$ cat config.mk
export PLATFORM = sky130hd
export DESIGN_NAME = reg_ctrl_seq
export DESIGN_NICKNAME = d
export VERILOG_FILES = /design/src/rtl/reg_ctrl_seq.sv
export SDC_FILE = /design/constraint.sdc
export NUM_CORES = 1
export LEC_CHECK = 0
export CAP_MARGIN = 30
export CORE_UTILIZATION = 30
export DETAILED_ROUTE_END_ITERATION = 10
export PLACE_DENSITY_LB_ADDON = 0.3
export SLEW_MARGIN = 20
export SYNTH_ARGS = -nofsm -noshare
export SYNTH_HDL_FRONTEND = slang
export SYNTH_SLANG_ARGS = --single-unit
$ cat constraint.sdc
create_clock -name Clk -period 5.34 [get_ports Clk]
set_input_delay 1.068 -clock Clk [delete_from_list [all_inputs] [get_ports Clk]]
set_output_delay 1.068 -clock Clk [all_outputs]
set_load 0.01 [all_outputs]
$ cat src/rtl/reg_ctrl_seq.sv
// reg_ctrl_seq: turns WRITE/INC/CLEAR micro-ops into single-cycle register strobes and reports completion.
// Optional build macro REG_CTRL_READBACK_EN adds a dout-vs-expected check reported on Err.
module reg_ctrl_seq #(
  parameter int WIDTH = 8
) (
  input  logic             Clk,
  input  logic             RSTn,
  input  logic             CmdValid,
  output logic             CmdReady,
  input  logic [1:0]       CmdOp,
  input  logic [WIDTH-1:0] CmdData,
  output logic             Wen,
  output logic             INC,
  output logic             RST,
  output logic [WIDTH-1:0] BusOut,
  input  logic [WIDTH-1:0] dout,
  output logic             Done,
  output logic             Err
);

  localparam logic [1:0] OP_NOP   = 2'b00;
  localparam logic [1:0] OP_WRITE = 2'b01;
  localparam logic [1:0] OP_INC   = 2'b10;
  localparam logic [1:0] OP_CLEAR = 2'b11;

  typedef enum logic [1:0] {
    S_IDLE   = 2'd0,
    S_ISSUE  = 2'd1,
    S_SETTLE = 2'd2,
    S_CHECK  = 2'd3
  } state_t;

  state_t           r_state;
  state_t           w_state_next;
  logic             r_started;
  logic [1:0]       r_op;
  logic [WIDTH-1:0] r_cnt;
  logic [WIDTH-1:0] r_bus;
  logic             w_accept;
  logic             w_needs_issue;
  logic             w_last_strobe;
  logic             w_err;

  assign w_accept      = CmdValid & CmdReady;
  assign w_needs_issue = (CmdOp == OP_WRITE) | (CmdOp == OP_CLEAR) |
                         ((CmdOp == OP_INC) & (CmdData != '0));
  // r_cnt holds the strobes still owed, including the current one
  assign w_last_strobe = (r_op != OP_INC) | (r_cnt <= WIDTH'(1));
  assign BusOut        = r_bus;

  always_ff @(posedge Clk or negedge RSTn) begin
    if (!RSTn) begin
      r_state <= S_IDLE;
    end else begin
      r_state <= w_state_next;
    end
  end

  always_comb begin
    w_state_next = r_state;
    case (r_state)
      S_IDLE: begin
        if (w_accept) begin
          w_state_next = w_needs_issue ? S_ISSUE : S_SETTLE;
        end
      end
      S_ISSUE: begin
        if (w_last_strobe) begin
          w_state_next = S_SETTLE;
        end
      end
      S_SETTLE: w_state_next = S_CHECK;
      S_CHECK:  w_state_next = S_IDLE;
      default:  w_state_next = S_IDLE;
    endcase
  end

  always_comb begin
    CmdReady = 1'b0;
    Wen      = 1'b0;
    INC      = 1'b0;
    RST      = 1'b0;
    Done     = 1'b0;
    Err      = 1'b0;
    case (r_state)
      S_IDLE: CmdReady = r_started;
      S_ISSUE: begin
        case (r_op)
          OP_WRITE: Wen = 1'b1;
          OP_INC:   INC = 1'b1;
          OP_CLEAR: RST = 1'b1;
          default:  ;
        endcase
      end
      S_CHECK: begin
        Done = 1'b1;
        Err  = w_err;
      end
      default: ;
    endcase
  end

  // r_started keeps CmdReady low until the first edge after reset release
  always_ff @(posedge Clk or negedge RSTn) begin
    if (!RSTn) begin
      r_started <= 1'b0;
      r_op      <= OP_NOP;
      r_cnt     <= '0;
      r_bus     <= '0;
    end else begin
      r_started <= 1'b1;
      if (w_accept) begin
        r_op <= CmdOp;
        if (CmdOp == OP_INC) begin
          r_cnt <= CmdData;
        end
        if (CmdOp == OP_WRITE) begin
          r_bus <= CmdData;
        end
      end else if ((r_state == S_ISSUE) && (r_op == OP_INC) && (r_cnt != '0)) begin
        r_cnt <= r_cnt - WIDTH'(1);
      end
    end
  end

`ifdef REG_CTRL_READBACK_EN
  logic [WIDTH-1:0] r_expected;
  logic             r_mismatch;

  // INC expectation is relative to the register value seen at accept
  always_ff @(posedge Clk or negedge RSTn) begin
    if (!RSTn) begin
      r_expected <= '0;
      r_mismatch <= 1'b0;
    end else begin
      if (w_accept) begin
        case (CmdOp)
          OP_WRITE: r_expected <= CmdData;
          OP_INC:   r_expected <= dout + CmdData;
          default:  r_expected <= '0;
        endcase
      end
      if (r_state == S_SETTLE) begin
        r_mismatch <= (r_op != OP_NOP) && (dout != r_expected);
      end
    end
  end

  assign w_err = r_mismatch;
`else
  logic w_unused_dout;

  assign w_unused_dout = ^dout;
  assign w_err         = 1'b0;
`endif

endmodule

==> run_results.csv <==
group,metric,value,unit
setup_path,criticalPathCategory,"register to primary output",
logic_synthesis,postSynth.asyncResetShare,1.00,
finish,nets,179,
finish,fill_cells,392,
timing,tns,0,ns
cts,post_cts_buffers,0,
status,status,"completed",
cts,htreeDepth,1,
timing,setup-violations-final,0,
cts,cts_hold_buf,0,
timing,hold_violations,0,
cts,cts_resized,0,
grt,grt_pass1_wl,4.64,mm
timing,fmax,0.347,GHz
route,wl_per_cell,14.6,µm
setup_path,r2r_start,"r_state[0]",
run,cap_violations,0,
pwr,ir_drop,179,µV
logic_synthesis,synth_area_leaders,"dfrtp_1 (42%), ha_1 (8.0%), mux2_2 (7.2%)",
floorplan,dieArea,4450,µm²
route,viasPerCell,5.21,
pwr,total_power,0.000740,W
finish,antenna_cells,0,
logic_synthesis,synth_cell_types,36,
logic_synthesis,synth_common_cells,"dfrtp_1 (21), nand2_1 (12), ha_1 (8), inv_1 (8), mux2_2 (8)",
route,dr_total_vias,1037,
logic_synthesis,yosysSeqAreaShare,0.419,
grt,grt_usage,0.142,
finish,areaGrowthSynthToFinish,28.3,%
grt,grt_antenna_before_repair,0,
hold_path,min_from,"BusOut[5]",
timing,finClkSkew,0.00236,ns
route,drt-pass1-iter-count,4,
floorplan,start_util,0.314,
logic_synthesis,synth_top_area_frac,0.419,
timing,worst_slew_pin_slew,0.540,ns
cts,clk_latency,0.26,ns
logic_synthesis,synth_ff_type,"dfrtp_1",
cts,cts-buffers-inserted,3,
setup_path,crit_required,4.27,ns
floorplan,chipWidth,66.7,µm
route,wl,2.90,mm
logic_synthesis,ys.warnings.count,0,
timing,period_needed,2.89,ns
pwr,p_leak,0.686,nW
logic_synthesis,synthCells,122,
cts,path_clk_slew,0.08,ns
floorplan,io_pins,35,
cts,cts_tree,"built",
floorplan,core_area,4000,µm²
logic_synthesis,syn_area,1250,µm²
cts,cts.sinks,21,
logic_synthesis,synth_seq_cells,21,
setup_path,crit_start,"r_state[1]",
timing,period_share,0.540,
setup_path,cp_data_arrival_time,1.82,ns
route,drc,0,
setup_path,cp_max_fo,4,
route,ant_nets,0,
cts,root_buffer,"clkbuf_8",
logic_synthesis,yosys.area.top_type,"dfrtp_1",
cts,clockBufferDepth,2,
floorplan,row_count,23,
floorplan,die_h,66.7,µm
hold_path,hp-class,"register to register",
grt,grt_pass1_vias,968,
timing,slew_viol_final,0,
route,drtIter0Drc,24,
logic_synthesis,avgSynthCellArea,10.3,µm²
timing,rsz0062_at_grt,"false",
setup_path,critPathLaunchType,"register",
logic_synthesis,synth.most_common_cell,"dfrtp_1",
grt,overflow,0,
place,globalplace.congestion,0.887,
setup_path,endpoint_kind,"primary output",
timing,slew_headroom,0.639,
place,post-dp-hpwl,2.18,mm
place,io_buffers,25,
logic_synthesis,synth_edf_count,0,
logic_synthesis,syn_nets,151,
grt,grt_max_degree,19,
finish,drive_above_1_share,0.141,
pwr,power_density,459,nW/µm²
-- cell usage in the layout, fill, tap and decap left out --
cell,count
nand3_1,3
a21oi_1,5
a22oi_2,1
nand3_2,1
clkbuf_1,1
ha_1,8
mux2_1,1
o22a_1,3
inv_1,8
dfrtp_1,21
nor4_4,1
nor2_1,7
nor4_2,1
nand2_1,12
nor3b_4,1
or4_4,1
o22a_2,1
nor3_1,1
o211ai_1,2
a22oi_1,2
mux2i_1,2
nor3b_1,1
a311oi_2,1
buf_8,1
conb_1,2
nand3b_1,2
o21ai_0,6
or3_1,1
o22ai_1,1
a311o_2,1
a31oi_1,6
clkbuf_8,3
and2_1,1
clkdlybuf4s50_1,25
and3_1,3
o32ai_1,2
nor4_1,2
mux2_2,8
-- final timing paths --
kind | end | slack, ns | cells past startpoint
max in group asynchronous | r_cnt[2] | 3.71 | 2
worst max register to register | r_cnt[6] | 3.03 | 6
worst min-delay path | BusOut[5] | 0.51 | 1
min in group asynchronous | r_state[1] | 1.16 | 1
worst min register to register | BusOut[5] | 0.51 | 1
worst max-delay path | INC | 2.45 | 5
-- cell families after synthesis --
logic type | count (synthesis) | synth area share
simple gates | 38 | 0.184
compound gates | 31 | 0.176
flops | 21 | 0.419
buf+inv | 11 | 0.0379
mux | 11 | 0.0967
fa+ha+maj | 8 | 0.0798
other cells | 2 | 0.00598
-- worst max-delay path, stage by stage, from the launching register on --
cell             delay (ns)
dfrtp_1                0.42
inv_1                  0.12
ha_1                   0.21
nand3b_1               0.15
inv_1                  0.12
clkdlybuf4s50_1        0.54
-- through the flow --
stage | area, µm² | cells | setup WS, ns | util | hold slack, ns
CTS | 1610 | 199 | 2.44 | 0.403 | 0.516
floorplan | 1250 | 122 | 3.27 | - | 0.473
global route | 1610 | 199 | 2.31 | 0.403 | 0.522
finish | 1610 | 199 | 2.45 | 0.403 | 0.512
global placement | 1550 | 194 | 2.31 | 0.388 | 0.487
detailed placement | 1570 | 195 | 2.34 | 0.391 | 0.503
-- where the power goes --
group          leakage, nW  internal, W  switching, W
combinational        0.412     0.000182      0.000164
clock               0.0228    0.0000532     0.0000512
sequential           0.251     0.000229     0.0000615
-- metal layers --
metal | GRT usage | share of wire
met3 | 0.0154 | 0.037
met2 | 0.227 | 0.50
met5 | 0 | 0
met4 | 0.0718 | 0.012
met1 | 0.187 | 0.45
-- layout make-up --
type                            count  area [µm²]  area share
Tap cell                           50        62.6      0.0389
Inverter                            8        30.0      0.0186
Multi-Input combinational cell     90         682       0.423
Sequential cell                    21         526       0.326
Timing Repair Buffer               26         265       0.165
Clock buffer                        4        45.0      0.0280
-- registers in the layout (all words and copies together) (netlist names) --
name / cells
r_op: 2
r_cnt: 8
r_state: 2
r_started: 1
BusOut: 8
No activity file was read; power rests on OpenSTA's default activity.
